`src/rtl/seg_pkg.sv`:
```
// Shared types and constants for the multiplexed 7-segment scan controller.
package seg_pkg;

  typedef enum logic [1:0] {
    S_IDLE  = 2'd0,
    S_BLANK = 2'd1,
    S_SHOW  = 2'd2
  } state_t;

  localparam int   SEG_W  = 7;
  localparam int   PWM_W  = 4;
  localparam logic AN_OFF = 1'b1;

endpackage

```
`src/rtl/seg_pwm.sv`:
```
// 16-level brightness PWM: free-running 4-bit counter restarted at each SHOW entry.
module seg_pwm
  import seg_pkg::*;
(
  input  logic             CLK,
  input  logic             RST,
  input  logic             restart,
  input  logic [PWM_W-1:0] bright,
  output logic             pwm_on
);

  logic [PWM_W-1:0] cnt_r;
  logic [PWM_W-1:0] cnt_s;

  // The count for the coming cycle, so the caller can register the anode with it
  always_comb begin
    cnt_s = cnt_r;
    if (restart) begin
      cnt_s = {PWM_W{1'b0}};
    end else begin
      cnt_s = cnt_r + PWM_W'(1);
    end
  end

  assign pwm_on = (cnt_s <= bright);

  // Counter register
  always_ff @(posedge CLK) begin
    if (RST) begin
      cnt_r <= {PWM_W{1'b0}};
    end else begin
      cnt_r <= cnt_s;
    end
  end

endmodule

```
`src/rtl/seg_scan_ctrl.sv`:
```
// Scan scheduler for an NDIG-digit common-anode 7-segment display with a
// shadowed frame handshake, anti-ghosting blank and PWM dimming.
module seg_scan_ctrl
  import seg_pkg::*;
#(
  parameter int NDIG  = 2,
  parameter int PRESC = 50000,
  parameter int BLANK = 500,
  parameter int CW    = 16
) (
  input  logic                    CLK,
  input  logic                    RST,
  input  logic                    en,
  input  logic [SEG_W*NDIG-1:0]   frame_in,
  input  logic                    frame_valid,
  output logic                    frame_ready,
  input  logic [PWM_W-1:0]        bright,
  output logic [SEG_W-1:0]        seg,
  output logic [NDIG-1:0]         an,
  output logic [$clog2(NDIG)-1:0] digit_idx,
  output logic                    frame_start
);

  localparam int              DW         = $clog2(NDIG);
  localparam logic [CW-1:0]   BLANK_LAST = CW'(BLANK - 1);
  localparam logic [CW-1:0]   PRESC_LAST = CW'(PRESC - 1);
  localparam logic [DW-1:0]   DIG_TOP    = DW'(NDIG - 1);

  state_t                  state_r, state_s;
  logic [DW-1:0]           digit_r, digit_s;
  logic [CW-1:0]           slot_r, slot_s;
  logic [SEG_W*NDIG-1:0]   active_r, active_s;
  logic [SEG_W*NDIG-1:0]   shadow_r, shadow_s;
  logic                    pending_r, pending_s;
  logic                    accept_s, boundary_s, restart_s, pwm_on_s, fs_s;
  logic [SEG_W-1:0]        seg_s;
  logic [NDIG-1:0]         an_s;

  assign frame_ready = !pending_r;
  assign digit_idx   = digit_r;

  // Slot sequencing: IDLE -> BLANK -> SHOW -> BLANK ..., digits scanned downwards
  always_comb begin
    state_s    = state_r;
    digit_s    = digit_r;
    slot_s     = slot_r;
    boundary_s = 1'b0;
    if (!en) begin
      state_s = S_IDLE;
    end else begin
      case (state_r)
        S_IDLE: begin
          state_s = S_BLANK;
          digit_s = DIG_TOP;
          slot_s  = {CW{1'b0}};
        end
        S_BLANK: begin
          slot_s = slot_r + CW'(1);
          if (slot_r == BLANK_LAST) begin
            state_s = S_SHOW;
          end else begin
            state_s = S_BLANK;
          end
        end
        S_SHOW: begin
          if (slot_r == PRESC_LAST) begin
            state_s    = S_BLANK;
            slot_s     = {CW{1'b0}};
            digit_s    = (digit_r == {DW{1'b0}}) ? DIG_TOP : digit_r - DW'(1);
            boundary_s = (digit_r == {DW{1'b0}});
          end else begin
            slot_s = slot_r + CW'(1);
          end
        end
        default: state_s = S_IDLE;
      endcase
    end
  end

  // Frame handshake; a frame accepted on the boundary cycle waits for the next one
  always_comb begin
    accept_s  = frame_valid && !pending_r;
    shadow_s  = accept_s ? frame_in : shadow_r;
    active_s  = active_r;
    pending_s = pending_r;
    if (pending_r && (boundary_s || (state_r == S_IDLE))) begin
      active_s  = shadow_r;
      pending_s = 1'b0;
    end else if (accept_s) begin
      pending_s = 1'b1;
    end else begin
      pending_s = pending_r;
    end
  end

  assign restart_s = (state_s == S_SHOW) && (state_r != S_SHOW);

  seg_pwm u_pwm (
    .CLK     (CLK),
    .RST     (RST),
    .restart (restart_s),
    .bright  (bright),
    .pwm_on  (pwm_on_s)
  );

  // Output values for the coming cycle, registered together with the state
  always_comb begin
    seg_s = seg;
    an_s  = {NDIG{AN_OFF}};
    fs_s  = 1'b0;
    case (state_s)
      S_IDLE: seg_s = {SEG_W{1'b0}};
      S_BLANK: begin
        seg_s = active_s[int'(digit_s)*SEG_W +: SEG_W];
        fs_s  = (state_r != S_BLANK) && (digit_s == DIG_TOP);
      end
      S_SHOW: begin
        if (pwm_on_s) begin
          an_s[digit_s] = 1'b0;
        end else begin
          an_s = {NDIG{AN_OFF}};
        end
      end
      default: seg_s = {SEG_W{1'b0}};
    endcase
  end

  // State, frame storage and output registers
  always_ff @(posedge CLK) begin
    if (RST) begin
      state_r     <= S_IDLE;
      digit_r     <= DIG_TOP;
      slot_r      <= {CW{1'b0}};
      active_r    <= {(SEG_W*NDIG){1'b0}};
      shadow_r    <= {(SEG_W*NDIG){1'b0}};
      pending_r   <= 1'b0;
      seg         <= {SEG_W{1'b0}};
      an          <= {NDIG{AN_OFF}};
      frame_start <= 1'b0;
    end else begin
      state_r     <= state_s;
      digit_r     <= digit_s;
      slot_r      <= slot_s;
      active_r    <= active_s;
      shadow_r    <= shadow_s;
      pending_r   <= pending_s;
      seg         <= seg_s;
      an          <= an_s;
      frame_start <= fs_s;
    end
  end

endmodule

```
`config.mk`:
```
export PLATFORM = sky130hd
export DESIGN_NAME = seg_scan_ctrl
export DESIGN_NICKNAME = d
export VERILOG_FILES = /design/src/rtl/seg_pkg.sv /design/src/rtl/seg_pwm.sv /design/src/rtl/seg_scan_ctrl.sv
export SDC_FILE = /design/constraint.sdc
export NUM_CORES = 1
export LEC_CHECK = 0
export ABC_AREA = 0
export CELL_PAD_IN_SITES_DETAIL_PLACEMENT = 1
export CELL_PAD_IN_SITES_GLOBAL_PLACEMENT = 2
export CORE_MARGIN = 3
export CORE_UTILIZATION = 34
export CTS_CLUSTER_DIAMETER = 100
export DETAILED_ROUTE_END_ITERATION = 6
export MAX_ROUTING_LAYER = met4
export PLACE_DENSITY_LB_ADDON = 0.1
export SETUP_SLACK_MARGIN = 0.3
export SLEW_MARGIN = 0
export SYNTH_ARGS = -nofsm -noshare
export SYNTH_HDL_FRONTEND = slang
export SYNTH_SLANG_ARGS = --single-unit
```
`constraint.sdc`:
```
create_clock -name CLK -period 3.45 [get_ports CLK]
set_clock_uncertainty 0.1 [all_clocks]
set_input_delay 0.345 -clock CLK [delete_from_list [all_inputs] [get_ports CLK]]
set_output_delay 0.345 -clock CLK [all_outputs]
set_load 0.02 [all_outputs]
```
==> summary.txt <==
Synth
  – Synthesized area: 2880 sq um
  – Mapped Cells: 312
  – Count of cell types in the netlist: 48
  – Avg Cell Area, Syn: 9.22 sq um
  – Leading area contributor after synthesis: dfxtp_1
  – Number of synthesized flops with an enable pin: 0
  – Async S/R FF share, synth: 0%
  – Sequential share of the synthesized area: 43.1%
  – Syn Nets: 345
  – Synth Warn #: 0
  – Synthesized flop and latch total: 62
  – Top-area cell type share of the netlist area: 43.1%
  – Ys flop type: dfxtp_1
  – Ranking of synthesized cells by area: dfxtp_1, nand2_1, mux4_2, a21oi_1, ha_1

Global route
  – Largest net degree at the start of global routing: 39
  – M3 GR Usage: 4.00%
  – Grt total ovfl: 0
  – Initial antenna violation count: 0
  – Met1 GRT Util: 17.3%
  – Busiest grt layer: met2
  – Grt met2 use: 25.5%
  – Overall Global Routing Usage: 14.9%
  – First-pass GRT wire length: 11,300 microns
  – Number of global-route vias before repair: 2,366

Cells and area
  – Share of cells above drive strength 1: 12.7%
  – Fin util: 44.4%
  – FILL cells: 905
  – Reg area: 1240 sq um
  – Antenna cells: 0
  – Area Growth Syn to Fin: 23.0%
  – Area of the multi-input gates: 1560 sq um
  – Nets: 381
  – Fin cells: 455

Worst setup path
  – CP Launch Point: slot_r[0]
  – CP max stage delay: 520 ps
  – Critical Path Sink Type: register
  – Stages on worst setup path: 9
  – Top cell by count, worst path: ha_1
  – Worst R2R Setup Slack: 570 ps
  – Worst EP arrival: 3000 ps
  – CP Launch Type: register
  – Slowest library cell on the worst path: mux4_2
  – Critical path type: register to register
  – Req. time, crit path: 3570 ps
  – Crit Reg-Reg Endpoint: seg[2]
  – CP Cell Sequence: ha_1 > nand4b_1 > nor4_2 > ha_1 > and3_1 > o21ai_2 > buf_4 > mux4_2 > a22o_1
  – Critical Path End: seg[2]
  – R2R depth: 9
  – Buf/Inv on CP: 1
  – RR Startpoint: slot_r[0]
  – Critical-path maximum fanout: 12
  – Top Family by Delay on Critical Path: compound AO/OA/AOI/OAI gates

Clock tree
  – Root Driver: clkbuf_8
  – Total CTS buffers: 9
  – Clock Tree Buf Depth: 2
  – H-tree Lvls: 3
  – Worst-path clk slew: 80 ps
  – Worst-Skew Late Latency: 340 ps
  – CTS tree: done
  – Clk sinks: 62

Timing
  – Period utilization: 83.4%
  – Slew Viols, Final: 0
  – Final hold violation count: 0
  – Unrepaired setup endpoints after global routing: false
  – Worst-Margin Slew: 963 ps
  – Fin Setup TNS: 0 ps
  – Peak Freq: 0.348 GHz
  – Setup violators final: 0
  – Tmin final: 2880 ps
  – Max-slew headroom: 35.7%

Detailed routing
  – Via count: 2,304
  – Final wirelength: 6680 microns
  – DRT antenna net count: 0
  – DRT iter0 DRCs: 36
  – Wirelength per Cell: 14.7 microns
  – Vias/cell: 5.06
  – DR pass1 iterations: 4
  – DRC violation count after routing: 0

Die
  – Die Wd: 98.0 microns
  – Row Count: 32
  – Effective utilization at floorplan: 36.1%
  – Io pins: 34
  – Die height: 98.0 microns
  – Core area: 7970 sq um
  – Die area: 9600 sq um

Placement
  – Half-perimeter wire length after placement: 4870 microns
  – PortBufs: 33
  – Placed Instances: 439
  – Routability Congestion: 0.755

Min path
  – Worst hold start: active_r[1]
  – Worst min path class: register to register
  – Hold path depth: 2

Pwr
  – Pwr Density: 437 nW/um^2
  – Worst vdd ir: 178 uV
  – Static Leak: 0.00131 uW

Run status
  – Status: finished clean

Job
  – Max cap viols: 0
-- metrics by stage --
stage / instance area [sq um] / setup WS, ps / total power [uW] / hold WS (ps)
after floorplan: 2880 / 613 / 851 / 333
after global placement: 3310 / 360 / 905 / 340
after detailed placement: 3310 / 276 / 909 / 347
after CTS: 3520 / 329 / 1570 / 358
after global routing: 3540 / 330 / 1620 / 373
final: 3540 / 572 / 1550 / 355
-- what timing repair did --
| action | 4_1_cts | 5_1_grt |
|---|---|---|
| hold buffers | 0 | 0 |
| setup buffers | 0 | 0 |
| resized for setup | 1 | 3 |
| endpoints found under the setup margin | 3 | 2 |
-- cells in the final DEF, fill, tap and decap left out, types with 2 or more instances in the layout --
cell	Yosys	final
inv_1	11	11
clkbuf_8	0	10
xor2_1	6	6
nand4b_1	2	2
o21ai_0	5	4
xnor2_1	9	9
nor3_1	7	7
a22o_1	7	7
nand2_1	67	67
nor2_1	23	23
nor4b_4	1	2
nand2b_1	2	2
a21oi_1	31	31
nand4_1	4	4
and3_1	2	2
dfxtp_1	62	62
nor4_1	3	3
clkdlybuf4s50_1	0	33
and4_1	2	2
buf_4	1	4
nor2b_1	4	4
o21a_1	3	3
nand3_1	7	7
ha_1	11	11
mux4_2	7	7
clkinvlp_4	0	3
-- state kept, by name, indices dropped and copies added (netlist names) --
signal and flops:
seg 7, pending_r 1, slot_r 16, digit_idx 1
u_pwm.cnt_r 4, frame_start 1, state_r 2, an 2
active_r 14, shadow_r 14
-- worst register-to-register path: cells and delay by family (launching register included) --
family          cells  cell delay [ps]
compound gates      2              600
mux                 1              520
simple gates        3              460
fa+ha+maj           2              440
flops               1              350
buf+inv             1              300
-- power breakdown --
part	switching, uW	leakage (uW)	total, uW	internal, uW
Sequential	14.8	0.000503	750	736
Clock	301	0.0000951	657	357
Combinational	71.5	0.000712	139	67.7
Total	387	0.00131	1550	1160
-- per-layer routing --
metal,vias to the layer above,wire length (microns)
met4,0,68
met3,8,200
met1,1114,3020
met2,31,3390
met5,-,0
li1,1151,-
-- logic make-up (layout without fill, tap and decap cells) --
kind of cell | after synthesis | in the layout | share of synthesized area [%]
xor+xnor | 15 | 15 | 4.57
fa+ha+maj | 11 | 11 | 4.78
simple gates | 142 | 142 | 27.0
buf+inv | 23 | 64 | 3.22
flops | 62 | 62 | 43.1
mux | 7 | 7 | 5.48
compound gates | 52 | 52 | 11.8
-- cell usage after synthesis, types with 3 or more instances --
master and count:
a21oi_1 31, a22o_1 7, buf_1 3, clkbuf_1 6
dfxtp_1 62, ha_1 11, inv_1 11, mux4_2 7
nand2_1 67, nand3_1 7, nand4_1 4, nor2_1 23
nor2b_1 4, nor3_1 7, nor4_1 3, o21a_1 3
o21ai_0 5, xnor2_1 9, xor2_1 6
-- final cells by class --
type,instances,area share (%)
multi-input cells,227,44.1
flip-flops and latches,62,35.1
repair buffers,37,10.2
clock buffers,10,3.89
well taps,102,3.61
clock inverters,6,1.98
inverters,11,1.17
-- worst min path at each step --
stage                   endpoint  slack, ps
finish               active_r[1]        350
global route         active_r[1]        370
CTS                  active_r[6]        360
detailed placement   active_r[6]        350
global placement     active_r[9]        340
floorplan           active_r[13]        330
(Power assumes the default switching activity.)
